<file path="src/rtl/decode_stage_ctrl.sv">
// decode_stage_ctrl
//   Registered decode stage forming the ID/EX pipeline boundary. Each accepted
//   instruction is decoded into opcode fields, register addresses, an immediate
//   and control strobes. The result is held in an output register until the
//   execute stage takes it.
//   A small FSM injects an interrupt-acknowledge bubble into the stream. It
//   blocks nested interrupts until the RETI that ends the handler has left
//   this stage.
//
// Handshake: a transfer happens on a rising edge where valid & ready are both
//   high. in_valid/inst must stay stable until accepted. out_valid and all
//   decode outputs hold while out_valid & ~out_ready.
//
// Ports
//   clk, reset_n             clock, asynchronous active-low reset
//   in_valid, in_ready, inst fetch-side handshake and instruction word
//   out_valid, out_ready     execute-side handshake
//   flush                    kill the held decode and drop this cycle's input
//   irq_req, ie              level interrupt request, interrupt enable
//   inta_ack                 one-cycle pulse when the INTA bubble is issued
//   in_isr                   interrupt handler active (FSM in IN_ISR)
//   fst_opcode .. pc_sel     registered decode outputs
//   dbg_state                FSM state (0 RUN, 1 INJECT, 2 IN_ISR)
module decode_stage_ctrl #(
  parameter int INST_BIT_WIDTH = 32,
  parameter int REG_ADDR_WIDTH = 4,
  parameter int IMM_WIDTH      = 16,
  parameter bit IMM_SEXT       = 1'b1
) (
  input  logic                      clk,
  input  logic                      reset_n,
  input  logic                      in_valid,
  output logic                      in_ready,
  input  logic [INST_BIT_WIDTH-1:0] inst,
  output logic                      out_valid,
  input  logic                      out_ready,
  input  logic                      flush,
  input  logic                      irq_req,
  input  logic                      ie,
  output logic                      inta_ack,
  output logic                      in_isr,
  output logic [3:0]                fst_opcode,
  output logic [4:0]                snd_opcode,
  output logic [REG_ADDR_WIDTH-1:0] d_reg_addr,
  output logic [REG_ADDR_WIDTH-1:0] s1_reg_addr,
  output logic [REG_ADDR_WIDTH-1:0] s2_reg_addr,
  output logic [IMM_WIDTH-1:0]      imm,
  output logic [INST_BIT_WIDTH-1:0] imm_ext,
  output logic                      reg_wrt_en,
  output logic                      imm_sel,
  output logic                      is_load,
  output logic                      is_store,
  output logic                      is_reti,
  output logic                      is_rsr,
  output logic                      is_wsr,
  output logic [1:0]                mem_out_sel,
  output logic [1:0]                pc_sel,
  output logic [1:0]                dbg_state
);

  localparam int W = INST_BIT_WIDTH;
  localparam int R = REG_ADDR_WIDTH;
  localparam int I = IMM_WIDTH;

  typedef enum logic [1:0] {RUN = 2'd0, INJECT = 2'd1, IN_ISR = 2'd2} state_t;

  typedef struct packed {
    logic [3:0]   fst;
    logic [4:0]   snd;
    logic [R-1:0] d;
    logic [R-1:0] s1;
    logic [R-1:0] s2;
    logic [I-1:0] imm;
    logic [W-1:0] imm_ext;
    logic         reg_wrt_en;
    logic         imm_sel;
    logic         is_load;
    logic         is_store;
    logic         is_reti;
    logic         is_rsr;
    logic         is_wsr;
    logic [1:0]   mem_out_sel;
    logic [1:0]   pc_sel;
  } dec_t;

  state_t state, state_nxt;
  dec_t   dec_d, dec_q, bubble;
  logic   slot_free, inject, accept, issue_bubble, reti_done, known;
  logic [3:0]   op1, op2;
  logic [I-1:0] imm_d;

  // Control and handshake
  assign slot_free    = ~out_valid | out_ready;
  assign inject       = (state == INJECT);
  assign in_ready     = slot_free & ~inject & ~flush;
  assign accept       = in_valid & in_ready;
  // A flush in INJECT frees the slot; the bubble goes out on a later cycle.
  assign issue_bubble = inject & irq_req & slot_free & ~flush;
  assign reti_done    = (state == IN_ISR) & out_valid & out_ready & dec_q.is_reti & ~flush;

  // Combinational decode of the presented instruction
  always_comb begin
    op1   = inst[W-1 -: 4];
    op2   = inst[W-5 -: 4];
    imm_d = inst[I-1:0];
    known = 1'b1;
    dec_d = '0;
    case (op1)
      4'b0000, 4'b0010: dec_d.reg_wrt_en = 1'b1;                   // ALU, CMP
      4'b1000, 4'b1010: begin                                       // ALUI, CMPI
        dec_d.reg_wrt_en = 1'b1;
        dec_d.imm_sel    = 1'b1;
      end
      4'b0110: dec_d.imm_sel = 1'b1;   // BR: pc+4 here, execute flushes if taken
      4'b1001: begin                                                // LW
        dec_d.reg_wrt_en  = 1'b1;
        dec_d.imm_sel     = 1'b1;
        dec_d.is_load     = 1'b1;
        dec_d.mem_out_sel = 2'b01;
      end
      4'b0101: begin                                                // SW
        dec_d.imm_sel  = 1'b1;
        dec_d.is_store = 1'b1;
      end
      4'b1011: begin                   // JAL: word offset, link value written back
        dec_d.reg_wrt_en  = 1'b1;
        dec_d.imm_sel     = 1'b1;
        dec_d.mem_out_sel = 2'b10;
        dec_d.pc_sel      = 2'b10;
        imm_d             = {inst[I-3:0], 2'b00};
      end
      4'b1111: begin                                                // SYS
        case (op2)
          4'b0001: begin
            dec_d.is_reti = 1'b1;
            dec_d.pc_sel  = 2'b11;
          end
          4'b0010: begin
            dec_d.is_rsr      = 1'b1;
            dec_d.reg_wrt_en  = 1'b1;
            dec_d.mem_out_sel = 2'b11;
          end
          4'b0011: dec_d.is_wsr = 1'b1;
          default: known = 1'b0;
        endcase
      end
      default: known = 1'b0;
    endcase
    if (known) begin
      dec_d.fst     = op1;
      dec_d.snd     = {1'b0, op2};
      dec_d.d       = inst[W-9 -: R];
      dec_d.s1      = inst[W-9-R -: R];
      dec_d.s2      = inst[W-9-2*R -: R];
      dec_d.imm     = imm_d;
      dec_d.imm_ext = IMM_SEXT ? {{(W-I){imm_d[I-1]}}, imm_d} : {{(W-I){1'b0}}, imm_d};
    end else begin
      dec_d = '0;                      // unknown encoding issues as a NOP
    end
  end

  always_comb begin
    bubble        = '0;
    bubble.pc_sel = 2'b11;
  end

  // FSM next state
  always_comb begin
    state_nxt = state;
    case (state)
      RUN:     if (irq_req & ie) state_nxt = INJECT;
      INJECT:  if (!irq_req) state_nxt = RUN;
               else if (issue_bubble) state_nxt = IN_ISR;
      IN_ISR:  if (reti_done) state_nxt = RUN;
      default: state_nxt = RUN;
    endcase
  end

  always_ff @(posedge clk or negedge reset_n) begin
    if (!reset_n) state <= RUN;
    else          state <= state_nxt;
  end

  // Output register
  always_ff @(posedge clk or negedge reset_n) begin
    if (!reset_n) begin
      dec_q     <= '0;
      out_valid <= 1'b0;
      inta_ack  <= 1'b0;
    end else begin
      inta_ack <= issue_bubble;
      if (flush) begin
        dec_q     <= '0;
        out_valid <= 1'b0;
      end else if (issue_bubble) begin
        dec_q     <= bubble;
        out_valid <= 1'b1;
      end else if (accept) begin
        dec_q     <= dec_d;
        out_valid <= 1'b1;
      end else if (out_ready) begin
        out_valid <= 1'b0;
      end
    end
  end

  assign in_isr      = (state == IN_ISR);
  assign dbg_state   = state;
  assign fst_opcode  = dec_q.fst;
  assign snd_opcode  = dec_q.snd;
  assign d_reg_addr  = dec_q.d;
  assign s1_reg_addr = dec_q.s1;
  assign s2_reg_addr = dec_q.s2;
  assign imm         = dec_q.imm;
  assign imm_ext     = dec_q.imm_ext;
  assign reg_wrt_en  = dec_q.reg_wrt_en;
  assign imm_sel     = dec_q.imm_sel;
  assign is_load     = dec_q.is_load;
  assign is_store    = dec_q.is_store;
  assign is_reti     = dec_q.is_reti;
  assign is_rsr      = dec_q.is_rsr;
  assign is_wsr      = dec_q.is_wsr;
  assign mem_out_sel = dec_q.mem_out_sel;
  assign pc_sel      = dec_q.pc_sel;

endmodule

</file>
<file path="config.mk">
export PLATFORM = sky130hd
export DESIGN_NAME = decode_stage_ctrl
export DESIGN_NICKNAME = d
export VERILOG_FILES = /design/src/rtl/decode_stage_ctrl.sv
export SDC_FILE = /design/constraint.sdc
export NUM_CORES = 1
export LEC_CHECK = 0
export CAP_MARGIN = 10
export CORE_MARGIN = 2
export CORE_UTILIZATION = 44
export CTS_CLUSTER_SIZE = 40
export DETAILED_ROUTE_END_ITERATION = 10
export PLACE_DENSITY = 0.84
export SLEW_MARGIN = 20
export SYNTH_ARGS = -nofsm -noshare
export SYNTH_HDL_FRONTEND = slang
export SYNTH_SLANG_ARGS = --single-unit
export TNS_END_PERCENT = 1
</file>
<file path="constraint.sdc">
create_clock -name clk -period 3.3 [get_ports clk]
set_input_delay 0.66 -clock clk [delete_from_list [all_inputs] [get_ports clk]]
set_output_delay 0.66 -clock clk [all_outputs]
set_load 0.02 [all_outputs]
</file>
==> out/summary.json, run 1 <==
{
  "run_status": {"value": "finished clean"},
  "routed_wire_length": {"value": 6172, "unit": "µm"},
  "cts.repair.resized": {"value": 0},
  "use_met3": {"value": 4.072, "unit": "%"},
  "final_net_count": {"value": 335},
  "cts.htree.levels": {"value": 2},
  "vdd_ir_drop_max": {"value": 227.0, "unit": "µV"},
  "postSynth.asyncResetShare": {"value": 100.0, "unit": "%"},
  "timing.hold.worst.class": {"value": "in -> async"},
  "layout_min_cycle_time": {"value": 2.851, "unit": "ns"},
  "maximum_number_of_pins_on_one_net_before_global_route_repair": {"value": 52},
  "finalWeightedCongestion": {"value": 0.8539},
  "max_slew.worst_pin.slew": {"value": 0.6638, "unit": "ns"},
  "endpoint_kind": {"value": "primary output"},
  "synthAdderAreaFrac": {"value": 0, "unit": "%"},
  "clock-skew-final": {"value": 0.004456, "unit": "ns"},
  "report.final.hold_viol_count": {"value": 0},
  "drive_above_1_share": {"value": 9.091, "unit": "%"},
  "max_cap_viol_count": {"value": 0},
  "antenna_cells": {"value": 0},
  "grt_util_met2": {"value": 30.25, "unit": "%"},
  "reg2reg_setup_slack": {"value": 1.62, "unit": "ns"},
  "normalized_max_slew_margin": {"value": 55.74, "unit": "%"},
  "cts_hold_buffers": {"value": 0},
  "floorplan.core_area": {"value": 5507, "unit": "µm²"},
  "dominant_combinational_cell_family_by_area_after_synthesis": {"value": "compound AO/OA/AOI/OAI gates"},
  "yosys_warning_total": {"value": 0},
  "placement_rows": {"value": 27},
  "pre_cts_slack": {"value": 0.4381, "unit": "ns"},
  "drt_first_iter_violations": {"value": 131},
  "grt_overflow": {"value": 0},
  "post-cts-setup-buffers": {"value": 0},
  "finalWorstSetupSlack": {"value": 0.4485, "unit": "ns"},
  "postSynth.topFlopCell": {"value": "dfrtp_1"},
  "clkLatencyLatePin": {"value": 0.30, "unit": "ns"},
  "floorplan.io_pins": {"value": 125},
  "synth_cell_type_count": {"value": 43},
  "cts_root_buf": {"value": "clkbuf_8"},
  "starting_utilization_of_the_core_area": {"value": 45.83, "unit": "%"},
  "final_antenna_net_count": {"value": 0},
  "drt_pass_1_iters": {"value": 4},
  "routed-via-count": {"value": 1969},
  "slew_viol_final": {"value": 0},
  "setup_viol": {"value": 0},
  "synth_fp_nets": {"value": 245},
  "die_height": {"value": 79.74, "unit": "µm"},
  "compound_gate_fraction_of_synth_area": {"value": 19.88, "unit": "%"},
  "grt_setup_unrepaired": {"value": "false"},
  "critical_path_source_type": {"value": "input pin"},
  "fraction_of_synthesized_cell_area_in_xor_and_xnor_cells": {"value": 0.3471, "unit": "%"},
  "netlist_instances": {"value": 206},
  "tritoncts_num_sinks": {"value": 51},
  "min_period_over_period": {"value": 86.41, "unit": "%"},
  "fin_setup_tns": {"value": 0, "unit": "ns"},
  "worst-setup-path-type": {"value": "in -> out"},
  "maxClockFrequency": {"value": 350.7, "unit": "MHz"},
  "cp_slowest_stage_delay": {"value": 0.64, "unit": "ns"},
  "worstPathArrival": {"value": 2.19, "unit": "ns"},
  "antenna_violations_before_repair": {"value": 0},
  "cts-root-to-sink-buffers": {"value": 2},
  "drc": {"value": 0},
  "route.detailed.vias_per_inst": {"value": 5.336},
  "crit-reg2reg-launch": {"value": "dbg_state[0]"},
  "yosysSeqAreaShare": {"value": 50.57, "unit": "%"},
  "grt_use_total": {"value": 19.43, "unit": "%"},
  "power_density": {"value": 446.9, "unit": "nW/µm²"},
  "dp_hpwl": {"value": 4352, "unit": "µm"},
  "synthesis.area": {"value": 2524, "unit": "µm²"},
  "dieArea": {"value": 6358, "unit": "µm²"},
  "crit-reg2reg-capture": {"value": "imm[0]"},
  "routedWlPerCell": {"value": 16.73, "unit": "µm"},
  "timing.reg2reg.worst_path_depth": {"value": 4},
  "worst-endpoint-required": {"value": 2.64, "unit": "ns"},
  "yosys-mux-area-fraction": {"value": 5.553, "unit": "%"},
  "postLayoutCoreUtil": {"value": 66.08, "unit": "%"},
  "inserted_clock_buffers": {"value": 5},
  "number_of_global_route_vias_before_repair": {"value": 1979},
  "tritoncts_clock_tree": {"value": "yes"},
  "synthesis.area_per_instance": {"value": 12.25, "unit": "µm²"},
  "cellLeakagePower": {"value": 0.001626, "unit": "µW"},
  "die_w": {"value": 79.74, "unit": "µm"},
  "cts.clk_slew.worst_paths": {"value": 0.09, "unit": "ns"},
  "synth-simple-area-share": {"value": 9.122, "unit": "%"},
  "global_route.usage.met1": {"value": 25.81, "unit": "%"},
  "io_buffer_count": {"value": 123},
  "layout.cells.most_common_list": {"value": "122 x clkdlybuf4s50_1, 51 x dfrtp_1, 21 x a22o_1, 14 x mux2i_1, 13 x o2bb2ai_1"},
  "syn_to_final_growth": {"value": 44.17, "unit": "%"},
  "grt-busiest-layer": {"value": "met2"},
  "cp_cell_sequence": {"value": "clkdlybuf4s50_1, and2b_1, nor3_1, clkdlybuf4s50_1"},
  "timing.critical_path.fanout_max": {"value": 3},
  "path_common_cell": {"value": "clkdlybuf4s50_1"},
  "mostFrequentLayoutCell": {"value": "clkdlybuf4s50_1"},
  "critical_path.slowest_cell": {"value": "clkdlybuf4s50_1"},
  "postSynthRegisterBits": {"value": 51},
  "grt_pass1_wl": {"value": 9584, "unit": "µm"},
  "synth-edff-count": {"value": 0}
}
==> state kept, by name, indices dropped and copies added (netlist names) <==
signal	count
is_rsr	1
inta_ack	1
s2_reg_addr	4
imm_sel	1
d_reg_addr	4
reg_wrt_en	1
dbg_state	2
mem_out_sel	2
imm_ext	1
fst_opcode	4
is_load	1
is_reti	1
snd_opcode	4
is_wsr	1
is_store	1
pc_sel	2
out_valid	1
s1_reg_addr	4
imm	15
==> stage by stage <==
stage	cells	area, µm²	power, µW	hold slack (ns)
2_1_floorplan	206	2524	985.9	0.3644
3_3_place_gp	361	3518	1182	0.4753
3_5_place_dp	361	3518	1190	0.4676
4_1_cts	369	3636	1637	0.5010
5_1_grt	369	3638	1696	0.4205
6_report	369	3638	1626	0.3693
==> Yosys cell counts (3+ instances only) <==
cell / instances / share of area (%)
a21o_1: 3 / 0.89
a22o_1: 21 / 7.3
a22o_2: 4 / 1.6
buf_4: 34 / 10
buf_6: 7 / 3.1
dfrtp_1: 51 / 51
inv_1: 3 / 0.45
mux2i_1: 14 / 5.6
nand2_1: 4 / 0.59
nand2b_1: 6 / 1.5
nor2_1: 6 / 0.89
nor2b_1: 3 / 0.74
o2bb2ai_1: 13 / 4.5
==> cell families (layout without fill, tap and decap cells) <==
kind of cell / Yosys count / count (layout)
multiplexers: 14 / 14
AO/OA/AOI/OAI: 57 / 57
other: 1 / 1
XOR/XNOR: 1 / 1
flip-flops: 51 / 51
AND/OR/NAND/NOR: 34 / 34
buffers and inverters: 48 / 139
==> routing by layer <==
layer | up-vias | routed length (µm)
li1 | 905 | -
met1 | 958 | 2693
met2 | 92 | 2920
met3 | 14 | 424
met4 | 0 | 134
met5 | - | 0
==> power by group <==
group | switching [µW] | internal [µW] | total (µW)
logic | 239 | 229 | 468
registers | 38.0 | 671 | 709
clock network | 204 | 246 | 449
total | 480 | 1150 | 1630
==> critical path, delay by kind of cell <==
kind / cells / cell delay [ns]
buffers and inverters: 2 / 1.12
and+or+nand+nor: 2 / 0.41
==> area by class of cell <==
type                            instances  area, µm²
Tap cell                               72      90.09
Multi-Input combinational cell        107      884.6
Clock buffer                            6      82.58
Inverter                                5      18.77
Clock inverter                          2      35.03
Sequential cell                        51       1276
Timing Repair Buffer                  126       1251
Fill cell                             418       1868
==> worst max-delay path by stage <==
stage	slack [ns]	from	cells past startpoint	endpoint
floorplan	1.31	out_ready	2	in_ready
global placement	0.50	out_ready	4	in_ready
detailed placement	0.44	out_ready	4	in_ready
CTS	0.43	out_ready	4	in_ready
global route	0.43	out_ready	4	in_ready
finish	0.45	out_ready	4	in_ready
(Power assumes the default switching activity.)
==> run 2: changes to the inputs <==
- SLEW_MARGIN: 20 -> not set
- clock period: 3.3 -> 3.64 ns (I/O delays scaled with it)
==> run 2 against run 1 <==
Clock power down 29%. Die area unchanged. Combinational power decreased by 9.2%. Total power shrank 15%. Critical path depth unchanged. Sequential power is 9.3% lower. Sequential cell count did not move. Sequential share of layout area about the same. Critical path type unchanged. Critical endpoint unchanged.
==> out/summary.json, run 2 (synthesized netlist as in run 1, its figures left out) <==
{
  "routed-via-count": {"value": 1934},
  "max_cap_viol_count": {"value": 0},
  "layout.cells.most_common_list": {"value": "122 x clkdlybuf4s50_1, 51 x dfrtp_1, 21 x a22o_1, 14 x mux2i_1, 13 x o2bb2ai_1"},
  "grt_setup_unrepaired": {"value": "false"},
  "inserted_clock_buffers": {"value": 5},
  "report.final.hold_viol_count": {"value": 0},
  "tritoncts_clock_tree": {"value": "yes"},
  "vdd_ir_drop_max": {"value": 244.9, "unit": "µV"},
  "finalWeightedCongestion": {"value": 0.8703},
  "cts_root_buf": {"value": "clkbuf_8"},
  "floorplan.io_pins": {"value": 125},
  "largest_register_ff_count": {"value": 15},
  "cp_num_buf_inv": {"value": 2},
  "dp_hpwl": {"value": 4284, "unit": "µm"},
  "cellLeakagePower": {"value": 0.001617, "unit": "µW"},
  "max_slew.worst_pin.slew": {"value": 0.6554, "unit": "ns"},
  "route.detailed.vias_per_inst": {"value": 5.227},
  "dieArea": {"value": 6358, "unit": "µm²"},
  "min_period_over_period": {"value": 80.93, "unit": "%"},
  "floorplan.core_area": {"value": 5507, "unit": "µm²"},
  "grt_pass1_wl": {"value": 9390, "unit": "µm"},
  "grt_overflow": {"value": 0},
  "clkLatencyLatePin": {"value": 0.30, "unit": "ns"},
  "number_of_global_route_vias_before_repair": {"value": 1863},
  "timing.critical_path.fanout_max": {"value": 3},
  "drt_first_iter_violations": {"value": 128},
  "run_status": {"value": "finished clean"},
  "starting_utilization_of_the_core_area": {"value": 45.83, "unit": "%"},
  "cts-root-to-sink-buffers": {"value": 2},
  "worst-endpoint-required": {"value": 2.91, "unit": "ns"},
  "antenna_violations_before_repair": {"value": 0},
  "drt_pass_1_iters": {"value": 4},
  "cts.clk_slew.worst_paths": {"value": 0.09, "unit": "ns"},
  "mostFrequentLayoutCell": {"value": "clkdlybuf4s50_1"},
  "final_net_count": {"value": 336},
  "drive_above_1_share": {"value": 9.396, "unit": "%"},
  "tritoncts_num_sinks": {"value": 51},
  "routed_wire_length": {"value": 5934, "unit": "µm"},
  "cp_cell_sequence": {"value": "clkdlybuf4s50_1, and2b_1, nor3_1, clkdlybuf4s50_1"},
  "placement_rows": {"value": 27},
  "endpoint_kind": {"value": "primary output"},
  "die_w": {"value": 79.74, "unit": "µm"},
  "timing.hold.worst.class": {"value": "in -> async"},
  "clock-skew-final": {"value": 0.006928, "unit": "ns"},
  "critical-path-top-delay-family": {"value": "buffers and inverters"},
  "grt_use_total": {"value": 18.61, "unit": "%"},
  "cts.htree.levels": {"value": 2},
  "setup_viol": {"value": 0},
  "power_density": {"value": 380.8, "unit": "nW/µm²"},
  "syn_to_final_growth": {"value": 44.03, "unit": "%"},
  "cts.repair.resized": {"value": 0},
  "slew_viol_final": {"value": 0},
  "fillers": {"value": 414},
  "cts_hold_buffers": {"value": 0},
  "maxClockFrequency": {"value": 339.5, "unit": "MHz"},
  "worst-setup-path-type": {"value": "in -> out"},
  "post-cts-setup-buffers": {"value": 0},
  "io_buffer_count": {"value": 123},
  "cp_slowest_stage_delay": {"value": 0.62, "unit": "ns"},
  "antenna_cells": {"value": 0},
  "drc": {"value": 0},
  "worstPathArrival": {"value": 2.22, "unit": "ns"},
  "whs": {"value": 0.4467, "unit": "ns"},
  "critical_path.slowest_cell": {"value": "clkdlybuf4s50_1"},
  "die_height": {"value": 79.74, "unit": "µm"},
  "fin_setup_tns": {"value": 0, "unit": "ns"},
  "maximum_number_of_pins_on_one_net_before_global_route_repair": {"value": 52},
  "critical_path_source_type": {"value": "input pin"},
  "layout_min_cycle_time": {"value": 2.946, "unit": "ns"},
  "final_antenna_net_count": {"value": 0},
  "normalized_max_slew_margin": {"value": 56.30, "unit": "%"},
  "path_common_cell": {"value": "clkdlybuf4s50_1"},
  "routedWlPerCell": {"value": 16.04, "unit": "µm"}
}
run 2: cell types whose count changed in the layout (fill, tap and decap cells not counted):
cell,delta
clkinvlp_4,+2
clkbuf_8,-1
buf_16,+1
bufinv_16,-1
buf_4,-1
buf_2,+1
run 2: stage by stage:
stage | cells | utilization [%] | total power (µW) | cell area [µm²] | setup WS [ns]
floorplan | 206 | - | 893.8 | 2524 | 1.510
global route | 370 | 66.01 | 1456 | 3635 | 0.5619
detailed placement | 361 | 63.89 | 1077 | 3518 | 0.6873
global placement | 361 | 63.89 | 1072 | 3518 | 0.7065
finish | 370 | 66.01 | 1384 | 3635 | 0.6942
CTS | 369 | 65.51 | 1396 | 3607 | 0.6834
run 2: report_power, final:
part | switching, µW | total [µW] | internal [µW]
registers | 34.5 | 643 | 608
logic | 214 | 425 | 211
clock network | 183 | 317 | 134
run 2: worst paths after layout:
kind	start	end	slack, ns	cells past startpoint
worst max-delay path	out_ready	in_ready	0.69	4
max in group asynchronous	reset_n	snd_opcode[3]	2.65	2
min in group clk	is_wsr	is_wsr	0.50	1
worst min register to register	is_wsr	is_wsr	0.50	1
worst min-delay path	reset_n	inta_ack	0.45	1
worst max register to register	out_valid	is_rsr	1.99	7
run 2: final cells by class:
cell class,count,area [µm²],area share (%)
sequential,51,1276,35.11
timing repair buffer,127,1276,35.11
multi-input combinational,107,884.6,24.34
tap,72,90.09,2.478
clock buffer,5,68.82,1.893
clock inverter,3,20.02,0.5508
inverter,5,18.77,0.5164
run 2: layer usage:
metal | vias to the layer above | routed length, µm | part of all wire [%] | global-route usage, %
met3 | 7 | 316 | 5.3 | 4.072
li1 | 914 | - | - | -
met5 | - | 0 | 0 | 0
met2 | 71 | 2776 | 47 | 29.08
met4 | 0 | 75 | 1.3 | 4.746
met1 | 942 | 2765 | 47 | 26.39
